<file path="src/rtl/step_conditioner_if.sv">
// Pushbutton/switch conditioning bundle: raw inputs in, conditioned step/w and debug status out.
interface step_conditioner_if;
  logic       btn_raw;
  logic       sw_raw;
  logic       step;
  logic       w_out;
  logic       btn_level;
  logic [7:0] press_count;
  logic [1:0] state;

  // Board/stimulus side: drives the raw inputs, observes the conditioned outputs.
  modport master (
    output btn_raw,
    output sw_raw,
    input  step,
    input  w_out,
    input  btn_level,
    input  press_count,
    input  state
  );

  // Conditioner side: samples the raw inputs, drives the conditioned outputs.
  modport slave (
    input  btn_raw,
    input  sw_raw,
    output step,
    output w_out,
    output btn_level,
    output press_count,
    output state
  );
endinterface

</file>
<file path="src/rtl/step_conditioner.sv">
// Step conditioner: synchronises and debounces the step pushbutton into a one-cycle
// step enable, and captures the synchronised w switch on that same cycle.
module step_conditioner #(
  parameter int DEBOUNCE_CYCLES = 1_000_000,
  parameter int SYNC_STAGES     = 2
) (
  input logic               clk,
  input logic               reset,
  step_conditioner_if.slave bus
);

  localparam int CNT_W = $clog2(DEBOUNCE_CYCLES);
  localparam logic [CNT_W-1:0] CNT_MAX  = CNT_W'(DEBOUNCE_CYCLES - 1);
  localparam logic [CNT_W-1:0] CNT_ZERO = CNT_W'(0);
  localparam logic [CNT_W-1:0] CNT_ONE  = CNT_W'(1);

  localparam logic [1:0] IDLE         = 2'b00;
  localparam logic [1:0] PRESS_WAIT   = 2'b01;
  localparam logic [1:0] PRESSED      = 2'b10;
  localparam logic [1:0] RELEASE_WAIT = 2'b11;

  logic [SYNC_STAGES-1:0] btn_sync_q;
  logic [SYNC_STAGES-1:0] sw_sync_q;
  logic                   btn_sync;
  logic                   sw_sync;

  logic [1:0]       state_q, state_d;
  logic [CNT_W-1:0] cnt_q, cnt_d;
  logic             step_q, step_d;
  logic             w_q, w_d;
  logic [7:0]       count_q, count_d;

  // Input synchronisers: shift each raw input through its own flop chain.
  always_ff @(posedge clk) begin
    if (reset) begin
      btn_sync_q <= {SYNC_STAGES{1'b0}};
      sw_sync_q  <= {SYNC_STAGES{1'b0}};
    end else begin
      btn_sync_q <= {btn_sync_q[SYNC_STAGES-2:0], bus.btn_raw};
      sw_sync_q  <= {sw_sync_q[SYNC_STAGES-2:0], bus.sw_raw};
    end
  end

  assign btn_sync = btn_sync_q[SYNC_STAGES-1];
  assign sw_sync  = sw_sync_q[SYNC_STAGES-1];

  // Debounce FSM next state: an edge is accepted only after the counter has seen the
  // new level stable for the full window; any disagreement falls back without a pulse.
  always_comb begin
    state_d = state_q;
    cnt_d   = cnt_q;
    step_d  = 1'b0;
    w_d     = w_q;
    count_d = count_q;
    case (state_q)
      IDLE: begin
        if (btn_sync) begin
          state_d = PRESS_WAIT;
          cnt_d   = CNT_ZERO;
        end else begin
          cnt_d   = CNT_ZERO;
        end
      end
      PRESS_WAIT: begin
        if (!btn_sync) begin
          state_d = IDLE;
          cnt_d   = CNT_ZERO;
        end else if (cnt_q == CNT_MAX) begin
          state_d = PRESSED;
          cnt_d   = CNT_ZERO;
          step_d  = 1'b1;
          w_d     = sw_sync;
          count_d = count_q + 8'd1;
        end else begin
          cnt_d   = cnt_q + CNT_ONE;
        end
      end
      PRESSED: begin
        if (!btn_sync) begin
          state_d = RELEASE_WAIT;
          cnt_d   = CNT_ZERO;
        end else begin
          state_d = PRESSED;
        end
      end
      RELEASE_WAIT: begin
        if (btn_sync) begin
          state_d = PRESSED;
          cnt_d   = CNT_ZERO;
        end else if (cnt_q == CNT_MAX) begin
          state_d = IDLE;
          cnt_d   = CNT_ZERO;
        end else begin
          cnt_d   = cnt_q + CNT_ONE;
        end
      end
      default: begin
        state_d = IDLE;
        cnt_d   = CNT_ZERO;
      end
    endcase
  end

  // FSM, counter and output registers; reset wins over every other event.
  always_ff @(posedge clk) begin
    if (reset) begin
      state_q <= IDLE;
      cnt_q   <= CNT_ZERO;
      step_q  <= 1'b0;
      w_q     <= 1'b0;
      count_q <= 8'd0;
    end else begin
      state_q <= state_d;
      cnt_q   <= cnt_d;
      step_q  <= step_d;
      w_q     <= w_d;
      count_q <= count_d;
    end
  end

  assign bus.step        = step_q;
  assign bus.w_out       = w_q;
  assign bus.btn_level   = state_q[1];
  assign bus.press_count = count_q;
  assign bus.state       = state_q;

endmodule

</file>
<file path="src/flat_wrapper.sv">
// flat-port wrapper written by rule: the top's interface ports become plain ports
module step_conditioner_flat 
#(
  parameter int DEBOUNCE_CYCLES = 1_000_000,
  parameter int SYNC_STAGES     = 2
)
  (clk, reset, bus_btn_raw, bus_sw_raw, bus_step, bus_w_out, bus_btn_level, bus_press_count, bus_state);
  step_conditioner_if bus_i ();
  input logic clk;
  input logic reset;
  input wire logic [$bits(bus_i.btn_raw)-1:0] bus_btn_raw;
  input wire logic [$bits(bus_i.sw_raw)-1:0] bus_sw_raw;
  output wire logic [$bits(bus_i.step)-1:0] bus_step;
  output wire logic [$bits(bus_i.w_out)-1:0] bus_w_out;
  output wire logic [$bits(bus_i.btn_level)-1:0] bus_btn_level;
  output wire logic [$bits(bus_i.press_count)-1:0] bus_press_count;
  output wire logic [$bits(bus_i.state)-1:0] bus_state;
  assign bus_i.btn_raw = bus_btn_raw;
  assign bus_i.sw_raw = bus_sw_raw;
  assign bus_step = bus_i.step;
  assign bus_w_out = bus_i.w_out;
  assign bus_btn_level = bus_i.btn_level;
  assign bus_press_count = bus_i.press_count;
  assign bus_state = bus_i.state;
  step_conditioner #(.DEBOUNCE_CYCLES(DEBOUNCE_CYCLES), .SYNC_STAGES(SYNC_STAGES)) u_core (.clk(clk), .reset(reset), .bus(bus_i));
endmodule
</file>
<file path="config.mk">
export PLATFORM = sky130hd
export DESIGN_NAME = step_conditioner_flat
export DESIGN_NICKNAME = d
export VERILOG_FILES = /design/src/rtl/step_conditioner_if.sv /design/src/rtl/step_conditioner.sv /design/src/flat_wrapper.sv
export SDC_FILE = /design/constraint.sdc
export NUM_CORES = 1
export LEC_CHECK = 0
export ABC_AREA = 1
export BUFFER_PORTS_ARGS = -buffer_cell sky130_fd_sc_hd__buf_2
export CORE_MARGIN = 8
export CORE_UTILIZATION = 60
export CTS_CLUSTER_SIZE = 40
export DETAILED_ROUTE_END_ITERATION = 10
export GPL_TIMING_DRIVEN = 0
export PLACE_DENSITY = 0.83
export REMOVE_ABC_BUFFERS = 1
export SLEW_MARGIN = 20
export SYNTH_ARGS = -nofsm -noshare
export SYNTH_HDL_FRONTEND = slang
export SYNTH_SLANG_ARGS = --single-unit
</file>
<file path="constraint.sdc">
create_clock -name clk -period 5.3 [get_ports clk]
set_clock_uncertainty 0.2 [all_clocks]
set_input_delay 0.53 -clock clk [delete_from_list [all_inputs] [get_ports clk]]
set_output_delay 0.53 -clock clk [all_outputs]
set_load 0.05 [all_outputs]
</file>
==> results.json <==
{
  "drive_gt1_frac": 0.160,
  "die_area_sq_um": 5630,
  "vias": 1950,
  "dp.cells": 364,
  "fill_cells": 314,
  "drt_iter0_drc": 129,
  "synth.most_common_cell": "nand2_1",
  "hold_buffers": 0,
  "power.density_nw_per_um2": 197,
  "final_nets": 331,
  "yosysTopAreaCell": "dfxtp_1",
  "netlist_area_sq_um": 2090,
  "dp_hpwl_um": 3220,
  "fp.dieH_um": 75.1,
  "grt_pass1_wl_um": 7610,
  "vias_per_cell": 5.24,
  "cts_setup_buffers": 0,
  "hp-class": "in2reg",
  "synth_cells": 309,
  "grt_pass1_vias": 1760,
  "final_max_slew_viol_count": 0,
  "ys_types": 30,
  "slew_headroom": 0.486,
  "critPathKind": "reg2reg",
  "drtAntennaViolNets": 0,
  "multi_input_area_sq_um": 1170,
  "setup_viol": 0,
  "ff_latch_area_sq_um": 721,
  "internal_power_uw": 327,
  "synth.area.top_cells": "dfxtp_1, nand2_1, nor2_1",
  "power_frac_seq": 0.617,
  "dieWidth_um": 75.1,
  "clock_latency_ns": 0.36,
  "worst_slew_pin_slew_ns": 0.770,
  "hold_viol_final": 0,
  "boundaryPins": 17,
  "drc": 0,
  "p_leak_uw": 0.000900,
  "drt_first_pass_iters": 4,
  "rows": 21,
  "cts_resized": 0,
  "path_buf_inv": 0,
  "vdd_drop_max_mv": 0.131,
  "synthTopCellsByCount": "nand2_1, nor2_1, inv_1, dfxtp_1, a21oi_1",
  "synth_edf_count": 0,
  "synth.yosys.seq_area_share": 0.344,
  "required_ns": 5.39,
  "start_util": 0.627,
  "ys.warnings.count": 0,
  "clock_power_share": 0.355,
  "slowest_stage": "nor2_2",
  "clkTransAtPathRegs_ns": 0.13,
  "crit_path_cell_trace": "ha_1, nand3_2, nor2_8, nand3_1, nor2_2, nor2_2, o21ai_0, a21oi_1",
  "async_flop_share": 0,
  "p_switching_uw": 116,
  "htreeDepth": 2,
  "cts_tree": "done",
  "status": "complete, no violations",
  "n_antenna_cell": 0,
  "area.growth.synth_to_final_pct": 7.29,
  "grt_overflow_total": 0,
  "grt_start_max_net_pins": 27,
  "crit_top_cell": "nor2_2",
  "fin_crit_ns": 2.07,
  "gp_congestion": 0.889,
  "max_freq_mhz": 484,
  "rsz0062_at_grt": "false",
  "core_area_sq_um": 3340,
  "wl_per_cell_um": 11.9,
  "yosys.area.top_type_share": 0.344,
  "pwr-share-comb": 0.028,
  "totalWireLength_um": 4420,
  "period_share": 0.390,
  "crit_path_end_kind": "flip-flop",
  "grt_antenna_before_repair": 0,
  "syn_area_per_cell_sq_um": 6.77,
  "cts.sinks": 36,
  "ys.flop_type": "dfxtp_1",
  "cp_max_fo": 14,
  "cp-start-kind": "flip-flop",
  "cts_root_buf": "clkbuf_4",
  "switching_share": 0.261,
  "grt.total_usage": 0.173,
  "critical-path-top-delay-family": "simple AND/OR/NAND/NOR gates",
  "numPortBuffers": 16,
  "fin_cells": 372,
  "critical-path-max-stage-delay_ns": 0.51,
  "cts-buffers-inserted": 5,
  "finalSetupTns_ns": 0,
  "synth-seq-cells": 36,
  "clockBufferDepth": 2,
  "drv_cap": 0,
  "critPathArrivalTime_ns": 2.16
}
-- kinds of logic (layout without fill, tap and decap cells) --
group | after synthesis | count (layout) | synth area share
AND/OR/NAND/NOR | 171 | 171 | 0.404
AO/OA/AOI/OAI | 41 | 41 | 0.100
flip-flops | 36 | 36 | 0.344
adder cells (fa/ha/maj) | 2 | 2 | 0.0120
XOR/XNOR | 10 | 10 | 0.0418
buffers and inverters | 49 | 66 | 0.0974
-- registers in the layout, indices dropped and copies added, names as in the netlist, named ones only --
signal	count
u_core.btn_sync_q	2
u_core.cnt_q	20
u_core.bus.state	1
u_core.bus.step	1
u_core.sw_sync_q	2
u_core.bus.w_out	1
u_core.bus.press_count	8
-- final cells by class --
class                      count  area share
timing repair buffer          16      0.0357
sequential                    36       0.321
clock inverter                 3      0.0106
multi-input combinational    224       0.520
clock buffer                   5      0.0167
tap                           46      0.0256
inverter                      42      0.0702
-- worst min-delay path: cells and delay by family --
| kind | cells | cell delay [ns] |
|---|---|---|
| buffers and inverters | 2 | 0.13 |
| AND/OR/NAND/NOR | 1 | 0.03 |
-- metrics by stage --
stage | setup WS [ns] | power (uW) | hold WS, ns | util | cell area, sq um
after global placement | 3.28 | 292 | 0.194 | 0.655 | 2180
after CTS | 3.23 | 445 | 0.148 | 0.673 | 2250
final | 3.23 | 443 | 0.159 | 0.673 | 2250
after floorplan | 2.96 | 286 | 0.188 | - | 2050
after global routing | 3.06 | 458 | 0.137 | 0.673 | 2250
after detailed placement | 3.27 | 292 | 0.196 | 0.655 | 2180
-- routing by layer --
layer / routed length (um) / track usage
met1: 2070 / 0.219
met3: 259 / 0.0506
met5: 0 / 0
met4: 69 / 0.0652
met2: 2020 / 0.270
-- layout by cell type, fill, tap and decap left out, drive strengths merged --
master	synthesis	final
a211oi	1	1
a21oi	25	25
buf	4	16
clkbuf	3	5
clkinv	1	2
clkinvlp	0	2
dfxtp	36	36
ha	2	2
inv	41	41
nand2	79	79
nand3	29	29
nand4	7	7
nor2	52	52
nor3	3	3
nor3b	1	1
o21ai	14	14
o21bai	1	1
xnor2	4	4
xor2	6	6
-- worst paths after layout --
path | startpoint | endpoint | slack [ns] | cells past startpoint
worst max register to register | u_core.cnt_q[0] | u_core.cnt_q[19] | 3.23 | 8
worst min-delay path | bus_btn_raw | u_core.btn_sync_q[0] | 0.16 | 3
worst min register to register | u_core.btn_sync_q[0] | u_core.btn_sync_q[1] | 0.21 | 2
worst max-delay path | u_core.cnt_q[0] | u_core.cnt_q[19] | 3.23 | 8
-- power by group through the flow --
| stage | clock [uW] | combinational (uW) | sequential, uW |
|---|---|---|---|
| after floorplan | 0 | 5.30 | 281 |
| after global placement | 0 | 12.0 | 280 |
| after detailed placement | 0 | 12.2 | 280 |
| after CTS | 159 | 12.2 | 274 |
| after global routing | 170 | 13.7 | 274 |
| final | 157 | 12.3 | 274 |
(Power assumes the default switching activity.)
